[src/rtl/salamander_dma_pkg.sv]
// Shared types for the SRAM block-copy / fill engine.
// Holds the FSM state encoding and the transfer mode constants.
package salamander_dma_pkg;

    typedef enum logic [2:0] {
        ST_IDLE  = 3'd0,
        ST_READ  = 3'd1,
        ST_CAPT  = 3'd2,
        ST_WRITE = 3'd3,
        ST_DONE  = 3'd4
    } dma_state_t;

    localparam logic MODE_COPY = 1'b0;
    localparam logic MODE_FILL = 1'b1;

endpackage

[src/rtl/salamander_sram_dma.sv]
// SRAM bus initiator: copies a block of words between regions or fills a region with a constant.
// Copy costs 3 cycles per word (read, capture, write); fill costs 1 cycle per word. All outputs registered.
module salamander_sram_dma
    import salamander_dma_pkg::*;
#(
    parameter int AW = 10,
    parameter int DW = 8
) (
    input  logic          i_MCLK,
    input  logic          i_RST_n,
    input  logic          i_START,
    input  logic          i_MODE,
    input  logic [AW-1:0] i_SRC,
    input  logic [AW-1:0] i_DST,
    input  logic [AW:0]   i_LEN,
    input  logic [DW-1:0] i_FILL,
    output logic [AW-1:0] o_ADDR,
    output logic [DW-1:0] o_WDATA,
    input  logic [DW-1:0] i_RDATA,
    output logic          o_RD,
    output logic          o_WR,
    output logic          o_BUSY,
    output logic          o_DONE
);

    localparam logic [AW:0] IDX_ONE = (AW+1)'(1);

    dma_state_t    r_state;
    logic [AW-1:0] r_addr;
    logic [DW-1:0] r_wdata;
    logic          r_rd;
    logic          r_wr;
    logic          r_busy;
    logic          r_done;
    logic [AW:0]   r_idx;
    logic [AW-1:0] r_src;
    logic [AW-1:0] r_dst;
    logic [AW:0]   r_len;
    logic          r_mode;
    logic [DW-1:0] r_fill;

    logic [AW:0]   w_idx_nxt;

    // Index is one bit wider than the address so LEN = 2^AW terminates cleanly.
    assign w_idx_nxt = r_idx + IDX_ONE;

    assign o_ADDR  = r_addr;
    assign o_WDATA = r_wdata;
    assign o_RD    = r_rd;
    assign o_WR    = r_wr;
    assign o_BUSY  = r_busy;
    assign o_DONE  = r_done;

    always_ff @(posedge i_MCLK or negedge i_RST_n) begin
        if (!i_RST_n) begin
            r_state <= ST_IDLE;
            r_addr  <= '0;
            r_wdata <= '0;
            r_rd    <= 1'b0;
            r_wr    <= 1'b0;
            r_busy  <= 1'b0;
            r_done  <= 1'b0;
            r_idx   <= '0;
            r_src   <= '0;
            r_dst   <= '0;
            r_len   <= '0;
            r_mode  <= MODE_COPY;
            r_fill  <= '0;
        end else begin
            r_done <= 1'b0;
            case (r_state)
                ST_IDLE: begin
                    if (i_START) begin
                        r_src  <= i_SRC;
                        r_dst  <= i_DST;
                        r_len  <= i_LEN;
                        r_mode <= i_MODE;
                        r_fill <= i_FILL;
                        r_idx  <= '0;
                        if (i_LEN == '0) begin
                            r_state <= ST_DONE;
                            r_done  <= 1'b1;
                        end else if (i_MODE == MODE_COPY) begin
                            r_state <= ST_READ;
                            r_rd    <= 1'b1;
                            r_addr  <= i_SRC;
                            r_busy  <= 1'b1;
                        end else begin
                            r_state <= ST_WRITE;
                            r_wr    <= 1'b1;
                            r_addr  <= i_DST;
                            r_wdata <= i_FILL;
                            r_busy  <= 1'b1;
                        end
                    end
                end
                ST_READ: begin
                    r_rd    <= 1'b0;
                    r_state <= ST_CAPT;
                end
                ST_CAPT: begin
                    r_wdata <= i_RDATA;
                    r_addr  <= r_dst + r_idx[AW-1:0];
                    r_wr    <= 1'b1;
                    r_state <= ST_WRITE;
                end
                ST_WRITE: begin
                    r_idx <= w_idx_nxt;
                    if (w_idx_nxt == r_len) begin
                        r_state <= ST_DONE;
                        r_wr    <= 1'b0;
                        r_busy  <= 1'b0;
                        r_done  <= 1'b1;
                    end else if (r_mode == MODE_COPY) begin
                        r_state <= ST_READ;
                        r_wr    <= 1'b0;
                        r_rd    <= 1'b1;
                        r_addr  <= r_src + w_idx_nxt[AW-1:0];
                    end else begin
                        r_addr  <= r_dst + w_idx_nxt[AW-1:0];
                        r_wdata <= r_fill;
                    end
                end
                ST_DONE: begin
                    r_state <= ST_IDLE;
                end
                default: begin
                    r_state <= ST_IDLE;
                end
            endcase
        end
    end

endmodule

[config.mk]
export PLATFORM = sky130hd
export DESIGN_NAME = salamander_sram_dma
export DESIGN_NICKNAME = d
export VERILOG_FILES = /design/src/rtl/salamander_dma_pkg.sv /design/src/rtl/salamander_sram_dma.sv
export SDC_FILE = /design/constraint.sdc
export NUM_CORES = 1
export LEC_CHECK = 0
export ABC_CLOCK_PERIOD_IN_PS = 3740
export CAP_MARGIN = 20
export CORE_MARGIN = 2
export CORE_UTILIZATION = 55
export DETAILED_ROUTE_END_ITERATION = 8
export GPL_TIMING_DRIVEN = 0
export PLACE_DENSITY = 0.81
export SLEW_MARGIN = 20
export SYNTH_ARGS = -nofsm -noshare
export SYNTH_HDL_FRONTEND = slang
export SYNTH_SLANG_ARGS = --single-unit
[constraint.sdc]
create_clock -name i_MCLK -period 3.74 [get_ports i_MCLK]
set_input_delay 1.122 -clock i_MCLK [delete_from_list [all_inputs] [get_ports i_MCLK]]
set_output_delay 1.122 -clock i_MCLK [all_outputs]
set_load 0.01 [all_outputs]
## Word-level counts from Yosys, hierarchy flattened

Index checks and enable logic that the tools add are counted.
W data, S select, Z words.

- Add/subtract/negate cells: 4
- Multiply operators: 0
- Div/mod/pow operators: 0
- Magnitude comparators: 0
- Eq/ne operators: 13
- Shifts and indexed selects: 0
- Muxes and demuxes: 40
- Bitwise operators: 0
- Reductions and logical operators: 13

Operators with widths:

| kind | number |
|---|---|
| $mux W10 | 5 |
| $mux W8 | 5 |
| $add A10 B10 Y10 | 3 |
| $pmux W10 S3 | 1 |
| $pmux W8 S3 | 1 |
| $pmux W11 S2 | 1 |
| $mux W1 | 16 |
| $ne A2 B2 Y1 const B | 8 |
| $mux W3 | 4 |
| $pmux W3 S4 | 1 |
| $reduce_and A6 Y1 | 2 |
| $add A11 B1 Y11 const B | 1 |
| $eq A11 B11 Y1 | 1 |
| $logic_not A11 Y1 | 1 |
| $mux W11 | 1 |
| $reduce_and A4 Y1 | 2 |
| $eq A3 B2 Y1 const B | 2 |
| $pmux W1 S3 | 2 |
| $reduce_and A2 Y1 | 3 |
| $reduce_bool A3 Y1 | 2 |
| $reduce_and A5 Y1 | 1 |
| $pmux W1 S2 | 2 |
| $eq A3 B1 Y1 const B | 1 |
| $logic_not A3 Y1 | 1 |
| other kinds (3) | 3 |

- Flip-flop bits (word level): 76
- Bits in latches: 0
- RAM bits: 0
- Memory bits (read-only): 0
- Input bits: 51
- Output and inout bits: 22
- Word-level logic and storage cells: 83
- Memories kept: 0

## Depth between registers and ports, before layout

- Depth in word-level cells: 5
- Gate-level depth with buffers: 12

## Worst setup path before layout

OpenSTA, ideal clock, no wires.

- Kind: input to register
- From: input i_LEN[2]
- To: register r_wdata[0], in the netlist o_WDATA[0]
- Library setup time: 0.125 ns
- Data arrival time: 2.736 ns
- Data required time: 3.615 ns
- Path slack: 0.879 ns
- Stages on the path: 5
- Buffers on the path: 0
- Cell sequence: nor4_1 -> a31oi_1 -> and2_2 -> a221oi_4 -> mux2_4

- Longest elaborated chain between the ends: 3

RTL lines:

| what | RTL line | source |
|---|---|---|
| from (decl) | salamander_sram_dma.sv:15 | `input logic [AW:0] i_LEN,` |
| $logic_not A11 Y1 | salamander_sram_dma.sv:80 | `if (i_LEN == '0) begin` |
| $ne A2 B2 Y1 (no source line) | -- |  |
| $reduce_and A6 Y1 (no source line) | -- |  |
| to (signal assigned) | salamander_sram_dma.sv:92 | `r_wdata <= i_FILL;` |
| to (signal assigned) | salamander_sram_dma.sv:102 | `r_wdata <= i_RDATA;` |
| to (signal assigned) | salamander_sram_dma.sv:121 | `r_wdata <= r_fill;` |
| to (decl) | salamander_sram_dma.sv:30 | `logic [DW-1:0] r_wdata;` |

No other way between the ends.
A chain may end at the register's enable or synchronous reset.

## Worst setup path after layout

- From: input i_LEN[2]
- To: register r_addr[6], in the netlist o_ADDR[6]

- Longest elaborated chain between the ends: 3

RTL lines:

| what | RTL line | source |
|---|---|---|
| $logic_not A11 Y1 | salamander_sram_dma.sv:80 |  |
| $ne A2 B2 Y1 (no source line) | -- |  |
| $reduce_and A4 Y1 (no source line) | -- |  |
| to (signal assigned) | salamander_sram_dma.sv:86 | `r_addr <= i_SRC;` |
| to (signal assigned) | salamander_sram_dma.sv:91 | `r_addr <= i_DST;` |
| to (signal assigned) | salamander_sram_dma.sv:103 | `r_addr <= r_dst + r_idx[AW-1:0];` |
| to (decl) | salamander_sram_dma.sv:29 | `logic [AW-1:0] r_addr;` |

No other way between the ends.

==> run summary <==
On the final layout, the worst clock skew is 13.20 ps. Final count of negative-setup-slack endpoints: 0. For the effective utilization at floorplan, the log shows 56.94%. The number of detailed-route iterations in the first pass was 4.

OpenSTA, run right after detailed placement, puts the worst setup slack at -68.16 ps. The placed cell area is 5846 µm². The internal power contribution was 3.124 mW. Global routing used 26.22% of the available tracks across all layers.

Hold repair after CTS inserted 0 buffers. The detailed-route wire length per cell was 18.51 µm; the detailed-route DRC error count was 0. sky130_fd_sc_hd__dfrtp_1 takes more of the synthesized area than any other cell. For the tightest slew margin relative to the limit, the log shows 44.88%. After detailed routing, the number of vias per cell comes to 5.970. The total area inside the core boundary comes to 8721 µm².

The share of flip-flops with an asynchronous set or reset is 100.0%. In this run the critical register-to-register path is captured at o_WDATA[1]. The first routing iteration left 190 violations. The number of cells on the worst reg-to-reg path is 8.

The number of nets in the layout was 627. The y dimension of the die was 99.02 µm. The tools report the wire length after detailed routing as 12,370 µm. Source of the worst hold timing path: o_ADDR[7]. The library cells used most frequently in the layout, excluding fill and tap cells, are 76 x sky130_fd_sc_hd__dfrtp_1, 71 x sky130_fd_sc_hd__clkdlybuf4s50_1, 51 x sky130_fd_sc_hd__mux2_2, 34 x sky130_fd_sc_hd__nand2_1, 32 x sky130_fd_sc_hd__o21ai_0.

Of the cells placed in the final design, the portion with a size suffix greater than 1 is 19.82%. The maximum fanout encountered on the critical timing path came out at 10. The tools report the count of antenna-violating nets left after detailed routing as 0. No sink is reached through more buffers than the 2 on the longest clock path. In the post-route analysis, the smallest setup slack over all paths is 273.8 ps. Data arrives at the worst endpoint at 3720 ps. The multi-input combinational cells in the finished layout cover a total of 2823 µm². The tools report the critical register-to-register path startpoint as r_idx[1]. The clock group share of total power is 12.6%, and the number of top-level pins is 73.

The minimum setup slack among reg-to-reg paths came out at 370 ps. Routability-driven placement finished with a final weighted congestion of 0.9132. The number of cells on the worst hold path came out at 2. The quantity of I/O buffers inserted on ports works out to 72. The first global-routing pass estimated 20,250 µm of wire. The worst path needs 3466 ps of the cycle, external delays included.

The worst setup path is captured at a flip-flop. Dividing total power by cell area gives a power density of 880.7 nW/µm². The average instance area after synthesis is 10.54 µm². In this run the power spent charging and discharging nets is 2.208 mW. The number of nets handed over by synthesis was 543. Of the total power, the share spent switching nets is 41.41%. For the fraction of the core area covered by cells at the end of the flow, the log shows 69.43%.

Setup repair after global routing left no endpoint under its margin. The share of the Yosys chip area taken by registers is 38.30%. The synthesized netlist occupies a cell area of 4966 µm². Across the run, the number of max-cap violations was 0.

The flow ran to the end, and the final reports show no timing, DRC or antenna violations. The floorplan has 34 rows. The run gives 0 as the antenna diode count. Total power for the finished layout comes to 5.332 mW.

The clock tree root buffer cell is sky130_fd_sc_hd__clkbuf_8. The number of register bits inferred by synthesis works out to 76. Global routing finished with a remaining overflow of 0.

After synthesis, the largest area contributor takes up 38.30% of total cell area. The number of antenna violations at the first check in global routing was 0; the highest ir drop seen on vdd was 0.3663 mV. The final critical path takes up 92.68% of the cycle. Combinational cells account for 59.5% of the total power.

The pin slew with the least headroom to its limit was 820.0 ps. The critical path is of the in2reg type. For the H-tree depth, the log shows 3. Most common cell after layout, fill and taps aside: sky130_fd_sc_hd__dfrtp_1.

By area the synthesized netlist is led by sky130_fd_sc_hd__dfrtp_1 38%, sky130_fd_sc_hd__mux2_2 12%, sky130_fd_sc_hd__ha_1 4.8%, sky130_fd_sc_hd__xnor2_1 3.9%, sky130_fd_sc_hd__mux2i_1 3.6%. The tools report the half-perimeter wire length of the detailed placement result as 9448 µm. The class of the worst hold path was reg2reg. Sequential cells burn 27.9% of the power. The tools report the number of unique standard cell types used by synthesis as 65.

The worst hold path terminates at o_ADDR[7]. The total leakage power was 2.584 nW; the non-filler instance count after layout was 668. The hold violation total from the final report is 0. Number of filler instances in the final layout: 667. The most critical setup path has its startpoint at i_LEN[2].

Entering global routing, the biggest net connects 44 pins. The via count of the first global-routing pass is 4,067. The type of origin of the critical path is a primary input. Post-CTS timing repair inserted 0 buffers for setup. Total of warnings raised by yosys: 0.

Synthesis produced a netlist whose cell count is 471. Across all layers, the routed design uses 3,988 vias. At the later pin of the worst-skew pair, clock insertion delay measures 360 ps. Number of buffers created by CTS: 9. Once layout is done, the placed cells without fillers occupy 6055 µm². Clock-pin slew was measured on the worst setup and hold paths at 70 ps. Yosys mapped a number of flops with a built-in enable equal to 0.

For this run, the top clock speed supported by timing is 288.5 MHz. Die area: 9805 µm². The tools report the number of pins exceeding their max-slew limit in the final report as 0.

TritonCTS built the clock tree. Once placement completed, the tool counted placed cells totaling 652. In this run, post-CTS repair resized a total of 0 instances. The data required time of the critical path is 4000 ps, and the total number of clock tree sinks is 76.

The area growth from synthesis to layout was 21.92%. Measured along the x axis, the die boundary spans 99.02 µm. Registers take 1902 µm². Dominant synthesized flop cell: sky130_fd_sc_hd__dfrtp_1.
flip-flops by register name, indices dropped and copies added, names as in the netlist, 3 cells and up:
| register | cells |
|---|---|
| r_idx | 11 |
| r_len | 11 |
| o_ADDR | 10 |
| r_dst | 10 |
| r_src | 10 |
| o_WDATA | 8 |
| r_fill | 8 |
| r_state | 3 |
worst max-delay path by stage:
stage | endpoint | slack, ps | cells after the start
3_5_place_dp | o_WDATA[6] | -70 | 6
4_1_cts | o_ADDR[6] | 300 | 9
3_3_place_gp | r_len[10] | -1070 | 1
5_1_grt | o_ADDR[6] | 160 | 9
2_1_floorplan | o_WDATA[0] | 880 | 5
6_report | o_ADDR[6] | 270 | 9
metal layers:
| layer | up-vias | GRT usage [%] | wire length (µm) |
|---|---|---|---|
| met5 | - | 0 | 0 |
| met2 | 139 | 42.46 | 5849 |
| met4 | 0 | 12.33 | 438 |
| met3 | 36 | 3.050 | 681 |
| met1 | 1930 | 35.26 | 5396 |
| li1 | 1883 | - | - |
cell usage after synthesis, drive strengths merged (9+ instances only):
library cell	number
dfrtp	76
mux2	60
o21ai	38
nand2	37
nor2	30
xnor2	22
a21oi	21
ha	19
mux2i	18
clkbuf	16
nor3	14
inv	13
xor2	13
buf	10
nand3	9
metrics by stage:
step | hold WS [ps] | setup TNS [ps]
floorplan | 476.7 | 0
global placement | 459.8 | -81190
detailed placement | 474.7 | -482.2
CTS | 492.1 | 0
global route | 512.5 | 0
finish | 488.5 | 0
cell type report:
cell class | instances | share of cell area [%]
Buffer | 26 | 3.286
Inverter | 13 | 0.8060
Clock buffer | 10 | 2.273
Sequential cell | 76 | 31.41
Clock inverter | 6 | 1.178
Timing Repair Buffer | 73 | 12.19
Multi-Input combinational cell | 356 | 46.62
Tap cell | 108 | 2.232
power by group through the flow:
| stage | registers (mW) | logic (mW) | clock network [mW] |
|---|---|---|---|
| 3_3_place_gp | 1.48 | 3.02 | 0 |
| 4_1_cts | 1.49 | 3.16 | 0.676 |
| 5_1_grt | 1.53 | 3.46 | 0.715 |
| 6_report | 1.49 | 3.17 | 0.671 |
| 2_1_floorplan | 1.47 | 2.25 | 0 |
| 3_5_place_dp | 1.50 | 3.14 | 0 |
kinds of logic (layout without fill, tap and decap cells):
logic type | after synthesis | in the layout | share of synthesized area [%]
AO/OA/AOI/OAI | 112 | 112 | 15.37
XOR/XNOR | 36 | 36 | 6.727
adder cells (fa/ha/maj) | 21 | 21 | 5.593
buffers and inverters | 39 | 128 | 4.989
flip-flops | 76 | 76 | 38.30
multiplexers | 78 | 78 | 17.84
AND/OR/NAND/NOR | 109 | 109 | 11.19
critical path: stages:
cell and delay [ps]:
sky130_fd_sc_hd__clkdlybuf4s50_1 420, sky130_fd_sc_hd__nor4_1 530, sky130_fd_sc_hd__a31oi_1 310, sky130_fd_sc_hd__a21oi_1 250, sky130_fd_sc_hd__a311o_1 150, sky130_fd_sc_hd__clkbuf_1 450
sky130_fd_sc_hd__buf_2 320, sky130_fd_sc_hd__nand2_1 90, sky130_fd_sc_hd__o31ai_1 70
Power figures use the tool's default switching activity.
